## config.mk

```make
export PLATFORM = sky130hd
export DESIGN_NAME = controller_button_events
export DESIGN_NICKNAME = d
export VERILOG_FILES = /design/src/rtl/controller_button_events.sv
export SDC_FILE = /design/constraint.sdc
export NUM_CORES = 1
export LEC_CHECK = 0
export BUFFER_PORTS_ARGS = -buffer_cell sky130_fd_sc_hd__buf_2
export CORE_MARGIN = 2
export CORE_UTILIZATION = 53
export CTS_CLUSTER_DIAMETER = 120
export DETAILED_ROUTE_END_ITERATION = 12
export GPL_TIMING_DRIVEN = 0
export PLACE_DENSITY_LB_ADDON = 0.15
export SKIP_LAST_GASP = 1
export SLEW_MARGIN = 20
export SYNTH_ARGS = -nofsm -noshare
export SYNTH_HDL_FRONTEND = slang
export SYNTH_SLANG_ARGS = --single-unit
```

## constraint.sdc

```tcl
create_clock -name clk_in -period 1.8 [get_ports clk_in]
set_input_delay 0.27 -clock clk_in [delete_from_list [all_inputs] [get_ports clk_in]]
set_output_delay 0.27 -clock clk_in [all_outputs]
set_load 0.01 [all_outputs]
```

## src/rtl/controller_button_events.sv

```systemverilog
// controller_button_events
//   Debounced button state and sticky edge events for a set of controllers,
//   fed by parallel samples from the controller serial interface and read by
//   the CPU through a small read-clear register window.
//
// Ports:
//   clk_in           system clock, all state updates on posedge
//   rst              synchronous active-high reset
//   buttons_in_LIST  raw button bits, 8 per controller (1 = pressed)
//   sample_valid     one-cycle pulse marking a fresh sample
//   cpu_rd           read strobe, one cycle per access
//   cpu_addr         {controller index, reg_sel[1:0]}
//                    reg_sel: 0 HELD, 1 PRESSED (rc), 2 RELEASED (rc), 3 FRAME
//   cpu_data_out     registered read data, holds between reads
module controller_button_events #(
    parameter int unsigned NUM_CONTROLLERS  = 2,
    parameter int unsigned DEBOUNCE_SAMPLES = 2,
    localparam int unsigned CPU_ADDR_W      = $clog2(NUM_CONTROLLERS) + 2
) (
    input  logic                         clk_in,
    input  logic                         rst,
    input  logic [8*NUM_CONTROLLERS-1:0] buttons_in_LIST,
    input  logic                         sample_valid,
    input  logic                         cpu_rd,
    input  logic [CPU_ADDR_W-1:0]        cpu_addr,
    output logic [7:0]                   cpu_data_out
);

    localparam logic [2:0] DebCount = 3'(DEBOUNCE_SAMPLES);

    logic [7:0] cand_q     [NUM_CONTROLLERS];
    logic [7:0] cand_d     [NUM_CONTROLLERS];
    logic [2:0] cnt_q      [NUM_CONTROLLERS];
    logic [2:0] cnt_d      [NUM_CONTROLLERS];
    logic [7:0] held_q     [NUM_CONTROLLERS];
    logic [7:0] held_d     [NUM_CONTROLLERS];
    logic [7:0] pressed_q  [NUM_CONTROLLERS];
    logic [7:0] pressed_d  [NUM_CONTROLLERS];
    logic [7:0] released_q [NUM_CONTROLLERS];
    logic [7:0] released_d [NUM_CONTROLLERS];
    logic [7:0] frame_q, frame_d;
    logic [7:0] rdata_q, rdata_d;

    logic [CPU_ADDR_W-1:0] rd_idx;
    logic [1:0]            rd_sel;

    assign rd_idx = cpu_addr >> 2;
    assign rd_sel = cpu_addr[1:0];

    always_comb begin
        logic [7:0] lane;
        logic [7:0] cand_n;
        logic [2:0] cnt_n;
        logic [7:0] held_n;
        logic       hit;
        logic       clr_press;
        logic       clr_release;

        frame_d = frame_q;
        rdata_d = rdata_q;
        if (sample_valid) begin
            frame_d = frame_q + 8'd1;
        end
        // Out-of-range controller index falls through to 0x00.
        if (cpu_rd) begin
            rdata_d = 8'h00;
        end

        for (int c = 0; c < NUM_CONTROLLERS; c++) begin
            lane        = buttons_in_LIST[8*c +: 8];
            cand_n      = cand_q[c];
            cnt_n       = cnt_q[c];
            held_n      = held_q[c];
            hit         = (rd_idx == CPU_ADDR_W'(c));
            clr_press   = cpu_rd && hit && (rd_sel == 2'd1);
            clr_release = cpu_rd && hit && (rd_sel == 2'd2);

            if (sample_valid) begin
                if (lane == cand_q[c]) begin
                    cnt_n = (cnt_q[c] >= DebCount) ? DebCount : cnt_q[c] + 3'd1;
                end else begin
                    cand_n = lane;
                    cnt_n  = 3'd1;
                end
                if (cnt_n >= DebCount) begin
                    held_n = cand_n;
                end
            end

            cand_d[c] = cand_n;
            cnt_d[c]  = cnt_n;
            held_d[c] = held_n;
            // Clear first, then OR in new edges so a same-cycle event survives the read.
            pressed_d[c]  = (clr_press ? 8'h00 : pressed_q[c]) | (held_n & ~held_q[c]);
            released_d[c] = (clr_release ? 8'h00 : released_q[c]) | (~held_n & held_q[c]);

            // Read returns pre-edge contents.
            if (cpu_rd && hit) begin
                unique case (rd_sel)
                    2'd0: rdata_d = held_q[c];
                    2'd1: rdata_d = pressed_q[c];
                    2'd2: rdata_d = released_q[c];
                    2'd3: rdata_d = frame_q;
                endcase
            end
        end
    end

    always_ff @(posedge clk_in) begin
        if (rst) begin
            for (int c = 0; c < NUM_CONTROLLERS; c++) begin
                cand_q[c]     <= 8'h00;
                cnt_q[c]      <= 3'd0;
                held_q[c]     <= 8'h00;
                pressed_q[c]  <= 8'h00;
                released_q[c] <= 8'h00;
            end
            frame_q <= 8'h00;
            rdata_q <= 8'h00;
        end else begin
            for (int c = 0; c < NUM_CONTROLLERS; c++) begin
                cand_q[c]     <= cand_d[c];
                cnt_q[c]      <= cnt_d[c];
                held_q[c]     <= held_d[c];
                pressed_q[c]  <= pressed_d[c];
                released_q[c] <= released_d[c];
            end
            frame_q <= frame_d;
            rdata_q <= rdata_d;
        end
    end

    assign cpu_data_out = rdata_q;

endmodule

```

== Word level (Yosys, flattened, before mapping) ==
Memories as Yosys holds them, arrays and structs flattened.
Cells that the tools add are included.
Storage, ports and cells
  register bits after elaboration: 16
  bits in writable memories: 70
  input bits: 23
  output and inout port bits: 8
  memories kept: 5
Memories
  cand_q: words 2, bits a word 8, rd ports 2, clocked after memory_dff 0, wr ports 2, RTL line 31  | logic [7:0] cand_q [NUM_CONTROLLERS];
  held_q: words 2, bits a word 8, rd ports 2, clocked after memory_dff 0, wr ports 2, RTL line 35  | logic [7:0] held_q [NUM_CONTROLLERS];
  pressed_q: words 2, bits a word 8, rd ports 2, clocked after memory_dff 0, wr ports 2, RTL line 37  | logic [7:0] pressed_q [NUM_CONTROLLERS];
  released_q: words 2, bits a word 8, rd ports 2, clocked after memory_dff 0, wr ports 2, RTL line 39  | logic [7:0] released_q [NUM_CONTROLLERS];
  cnt_q: words 2, bits a word 3, rd ports 2, clocked after memory_dff 0, wr ports 2, RTL line 33  | logic [2:0] cnt_q [NUM_CONTROLLERS];
Operators by class
  add/subtract/negate cells: 3
  order comparisons: 4
  equal/unequal tests: 5
  mux-type cells: 38
  bitwise operators: 22
  reductions and logical operators: 9
Operator list (count)
  $mux W8: 23
  $pmux W8 S4: 2
  $and A8 B8 Y8: 4
  $not A8 Y8: 4
  $or A8 B8 Y8: 4
  $mux W3: 10
  $eq A8 B8 Y1: 2
  $ge A3 B2 Y1 const B: 4
  $or A1 B1 Y1: 10
  $add A8 B1 Y8 const B: 1
  $add A3 B1 Y3 const B: 2
  $logic_and A1 B1 Y1: 6
  $eq A2 B2 Y1 const B: 2
  $logic_not A3 Y1: 1
  $mux W1: 3
  $reduce_bool A3 Y1: 1
  $eq A2 B1 Y1 const B: 1
  $logic_not A2 Y1: 1

== Depth between registers and ports, before layout ==
Gate-level depths: netlist (run 1).
An unclocked memory read counts as a cell.
  word-level depth: 12
  mapped depth: 6
  gate-level depth less buffers: 4

== Least setup slack after synthesis (run 1) ==
No wires, ideal clock.
  path type: register to register
  start: memory cand_q[0][2]
  end: memory pressed_q[0][3]
  library setup time: 0.067 ns
  arrival: 1.579 ns
  required time: 1.733 ns
  setup slack: 0.154 ns
  stages on the path, launching flop included: 7
  buffers on the path: 2
  period minus slack after synthesis: 1.646 ns
  cells stage by stage: dfxtp_1 -> xnor2_2 -> nand4_4 -> or4_1 -> buf_2 -> buf_6 -> o21ai_2
RTL lines (RTL line)
  start, declared: 31
  end, declared: 37

==> run metrics, run 1 <==
vias post-DR=3127; initial antenna violation count=0; sequential share of the synthesized area=41.9%; worst flop-to-flop path startpoint=cand_q[0][15]; fin crit period=1.79 ns; Worst-Margin Slew=0.878 ns; r2r setup slk=0.007 ns; multiplexer share of the synthesized area=16.8%; fin nets=481; commonest non-fill, non-tap cell in the layout=dfxtp_1; total grt overflow=0; Core ar.=7610 sq um; Max Freq=558 MHz; DIE HEIGHT=92.0 microns; placed cell count=539; Power Dens Cells=804 nW/um^2; status=completed; post-route ant nets=0; slowest stage delay, CP=0.57 ns; vias in the first global route=3128; max-slew violations=0; met2 usage=38.1%; sequential standard cell area=1720 sq um; synth warn=0; WHS=0.209 ns; CP arrival=2.08 ns; crit end category=register; # hold bufs at CTS=0; max-cap viol count=0; worst hold start=buttons_in_LIST[11]; hold-critical path depth=3; first-pass GRT wire length=15.8 mm; worst hold endpoint=pressed_q[0][11]; Top FF cell, synth=dfxtp_1; Post-DP HPWL=6.97 mm; critical path class=register to register; Synth Area in XOR/XNOR=5.21%; GR Util All Layers=24.2%; Num CTS Buffers=9; area grow syn2layout=14.1%; Synth Register Bits=86; CP Launch Type=register; largest net degree at the start of global routing=14; die area=8470 sq um; Multi-input gate area=2300 sq um; Clk Latency, worst-skew pair=0.36 ns; # diodes=0; clock tree sinks=86; Slowest cell on crit path=or4_1; static leakage=1.75 nW; DRT iter0 DRCs=156; most frequent cell on the critical path=buf_6; Synth Instances=412; Worst Hold Class=primary input to register; most frequent cells in the layout=dfxtp_1 (84), nand2_1 (75), nand2b_1 (33), mux2i_1 (33), buf_2 (30); final WL=9.43 mm; Synthesized Nets=438; # fillers=665; global routing usage on met1=32.3%; worst path cell trace=xnor2_1 > nand4_1 > or4_1 > buf_6 > buf_6 > o21ai_2; fin cells=562; io pins=31; number of synthesized flops with an enable pin=0; CTS tree=built; Clock Skew=0.00847 ns; Crit path required time=2.09 ns; clock buffer depth=2; FP Rows=32; Final setup viols=0; CTS H-Tree Depth=3; root buffer cell=clkbuf_8; drt wl/cell=16.8 microns; Worst-path clk slew=0.08 ns; Hold Vio Cnt, Final=0; DRC viols=0; Peak VDD IR=0.000426 V; grt met3 use=6.33%; Post-synth ARST share=0%; layout cells sized above 1=23.7%; Synth Area in Simple Gates=18.2%; Slew headroom=41.2%; unrepaired setup endpoints after global routing=true; post-synth cell types=43; Die X=92.0 microns; Initial Utilization=54.0%; Mapped Area=4110 sq um; adder-cell share of the synthesized area=0.914%; Avg Cell Area, Syn=9.96 sq um; 1st-pass router iterations=4; r2r endpoint=released_q[0][13]; Final period util=99.6%; routed vias/inst=5.56; GRT Max-Usage Layer=met2; gp weighted congestion=0.837; largest family of logic cells by synthesized area=simple AND/OR/NAND/NOR gates; crit-path max FO=10; PortBufs=25; post-synthesis compound-gate area fraction=13.9%; reg2reg path depth=6
how the worst max path moves through the flow:
stage                  start                end  depth (start not counted)
3_3_place_gp    sample_valid   released_q[0][0]                          6
6_report       cand_q[0][15]  released_q[0][13]                          6
3_5_place_dp    sample_valid    pressed_q[0][3]                          6
2_1_floorplan   cand_q[0][2]    pressed_q[0][3]                          6
4_1_cts          cnt_q[0][1]       held_q[0][6]                          6
5_1_grt        cand_q[0][13]      held_q[0][12]                          4
power by group:
group          switching (mW)  total (mW)  internal (mW)
registers              0.0332        1.98           1.94
clock network           0.677        1.39          0.717
logic                   0.233       0.396          0.163
through the flow:
step	worst slack, ns	setup TNS [ns]	area (sq um)	util, %	power [mW]
CTS	0.00563	0	4610	60.6	3.77
global placement	-0.156	-4.30	4360	57.3	2.38
detailed placement	-0.176	-5.45	4360	57.3	2.39
global route	-0.110	-1.50	4680	61.6	3.90
floorplan	0.154	0	4110	-	2.27
finish	0.00735	0	4680	61.6	3.77
critical path, delay by kind of cell, from the launching register on:
kind	cells	cell delay, ns
xor+xnor	1	0.17
buf+inv	2	0.30
simple gates	2	0.79
flops	1	0.32
compound gates	1	0.14
registers in the layout (all words and copies together), names as in the netlist:
signal and count:
released_q 16, cpu_data_out 8, frame_q 8, cand_q 16, pressed_q 16, cnt_q 6, held_q 16
per-layer routing:
layer  routed length, microns  vias to the layer above
met2                     4410                       71
li1                         -                     1576
met1                     4370                     1464
met4                      199                        0
met3                      447                       16
met5                        0                        -
area by class of cell:
class                      count  share of cell area, %
buffer                        25                   3.04
clock buffer                  13                   3.39
clock inverter                 3                  0.908
inverter                       2                  0.160
multi-input combinational    299                   49.2
sequential                    86                   36.8
tap                          102                   2.72
timing repair buffer          32                   3.79
what timing repair did:
| action | in CTS | in global routing |
|---|---|---|
| setup endpoints to repair | 34 | 44 |
| pin swaps | 5 | 11 |
| cloned | 0 | 0 |
| resized for setup | 3 | 16 |
| setup buffers | 4 | 3 |
| endpoints found under the hold margin | 0 | 0 |
synth_stat cells (all sizes together) (2+ instances only):
master,instances,area [sq um]
and4,2,17.5
and3,2,12.5
or3,3,18.8
nand2b,33,206
xnor2,17,179
o21ai,38,265
clkbuf,14,52.6
mux4,16,360
nand4,7,65.1
o41ai,10,95.1
ha,3,37.5
buf,11,65.1
nor2,17,63.8
mux2i,33,330
nor3,2,15.0
a31oi,2,12.5
a211oi,8,60.1
nand2,75,282
o311ai,8,70.1
dfxtp,86,1720
a21oi,4,20.0
xor2,4,35.0
nor2b,4,25.0
or4,2,15.0
nand3,2,10.0
logic make-up (layout without fill, tap and decap cells):
kind of cell / count (synthesis) / count (layout)
adder cells (fa/ha/maj): 3 / 3
XOR/XNOR: 21 / 21
flip-flops: 86 / 86
buffers and inverters: 27 / 75
AO/OA/AOI/OAI: 75 / 75
AND/OR/NAND/NOR: 151 / 151
multiplexers: 49 / 49
Note: power is estimated with default switching activity, not from simulation.
==> run 2, diff against run 1 <==
==> constraint.sdc (replaced) <==
create_clock -name clk_in -period 1.6 [get_ports clk_in]
set_input_delay 0.24 -clock clk_in [delete_from_list [all_inputs] [get_ports clk_in]]
set_output_delay 0.24 -clock clk_in [all_outputs]
set_load 0.01 [all_outputs]
==> run metrics, run 2 (synthesized netlist as in run 1, its figures left out) <==
Logic pwr share=12.4%; Final period util=108%; status=finished with violations; DRC viols=0; clock share of power=34.9%; Crit path required time=1.89 ns; final worst slack=-0.136 ns; Final setup viols=44; die area=8470 sq um; worst flop-to-flop path startpoint=cand_q[0][9]; PortBufs=25; Hold Vio Cnt, Final=0; io pins=31; hold-critical path depth=3; initial antenna violation count=0; met3 routed wirelength=452 microns; routed vias/inst=5.76; vias in the first global route=3212; Clock Skew=0.00711 ns; DR top layer=met4; r2r setup slk=-0.14 ns; Worst Hold Class=primary input to register; most frequent cells in the layout=nand2_1 (75), dfxtp_1 (70), nand2b_1 (33); layout cells sized above 1=34.4%; commonest non-fill, non-tap cell in the layout=nand2_1; WHS=0.186 ns; Initial Utilization=54.0%; Core Util, Final=67.3%; GR Util All Layers=25.5%; Core ar.=7610 sq um; post-route ant nets=0; slowest stage delay, CP=0.62 ns; # diodes=0; Die X=92.0 microns; CTS H-Tree Depth=3; DRT iter0 DRCs=193; max-cap viol count=0; area grow syn2layout=24.7%; Pint=3.13 mW; crit-path max FO=6; final WL=10.4 mm; r2r endpoint=pressed_q[0][9]; Met1 Wirelength=4.73 mm; static leakage=1.91 nW; Switching Fraction=26.2%; total grt overflow=0; Clk Latency, worst-skew pair=0.36 ns; crit end category=register; CP Launch Type=register; worst hold endpoint=pressed_q[0][15]; DIE HEIGHT=92.0 microns; worst hold start=buttons_in_LIST[15]; first-pass GRT wire length=16.6 mm; clock buffer depth=2; Post-DP HPWL=7.03 mm; worst path cell trace=xnor2_2 > nand4_1 > buf_6 > or4_4 > buf_12 > o21ai_2; CP arrival=2.03 ns; Seq pwr share=52.7%; reg2reg path depth=6; Num CTS Buffers=9; P_sw=1.11 mW; Power Dens Cells=828 nW/um^2; Slowest cell on crit path=or4_4; gp weighted congestion=0.801; # hold bufs at CTS=0; largest net degree at the start of global routing=14; drt wl/cell=18.2 microns; routed wl met2=5.03 mm; critical path class=register to register; Worst-Margin Slew=0.809 ns; clock tree sinks=86; vias post-DR=3301; fin nets=492; FP Rows=32; Worst-path clk slew=0.08 ns; violated checks=setup timing; max-slew violations=0; CTS tree=built; Post-Place Setup Slack=-0.440 ns; 1st-pass router iterations=5; unrepaired setup endpoints after global routing=true; root buffer cell=clkbuf_8; Peak VDD IR=0.000492 V; fin crit period=1.74 ns; Slew headroom=45.8%; Max Freq=576 MHz
-- run 2: critical path, delay by kind of cell (launching register included) --
kind / cells / cell delay, ns
AO/OA/AOI/OAI: 1 / 0.10
XOR/XNOR: 1 / 0.18
buffers and inverters: 2 / 0.32
flip-flops: 1 / 0.34
AND/OR/NAND/NOR: 2 / 0.74
-- run 2: per-stage QoR --
step	std cells	cell area, sq um	TNS, ns	power (mW)
2_1_floorplan	412	4190	-0.00384	2.57
3_3_place_gp	539	4440	-17.00	2.70
3_5_place_dp	539	4440	-18.45	2.71
4_1_cts	566	4830	-2.43	4.19
5_1_grt	573	5120	-7.41	4.39
6_report	573	5120	-3.64	4.24
-- run 2: cell type report --
class                   instances  area [sq um]
plain buffers                  23           139
repair buffers                 45           373
clock buffers                  12           135
fillers                       595          2490
flip-flops and latches         86          1740
multi-input cells             299          2540
clock inverters                 4          47.5
well taps                     102           128
inverters                       2          7.51
-- run 2: routing by layer --
layer,track usage (%),vias to the layer above
met5,0,-
met4,8.46,0
met3,3.62,15
met2,41.2,90
met1,35.4,1602
li1,-,1594
-- run 2: timing repair --
item,4_1_cts,5_1_grt
pin swaps,15,15
hold endpoints to repair,0,0
buffers inserted,12,7
setup endpoints to repair,57,67
gates cloned,1,1
gates resized for setup,31,56
-- run 2: how the worst max path moves through the flow --
stage / startpoint / to / slack [ns] / cells after the start
final: cand_q[0][9] / pressed_q[0][9] / -0.14 / 6
after CTS: cnt_q[0][0] / held_q[0][7] / -0.13 / 5
after global placement: buttons_in_LIST[13] / held_q[0][8] / -0.41 / 5
after global routing: cand_q[0][9] / pressed_q[0][11] / -0.20 / 6
after floorplan: cand_q[0][5] / pressed_q[0][3] / -0.0004 / 6
after detailed placement: sample_valid / held_q[0][12] / -0.44 / 4
-- run 2: power groups by stage --
stage / sequential (mW) / combinational (mW) / clock [mW]
6_report: 2.23 / 0.528 / 1.48
5_1_grt: 2.24 / 0.572 / 1.58
4_1_cts: 2.23 / 0.472 / 1.49
3_5_place_dp: 2.28 / 0.435 / 0
3_3_place_gp: 2.27 / 0.424 / 0
2_1_floorplan: 2.27 / 0.294 / 0
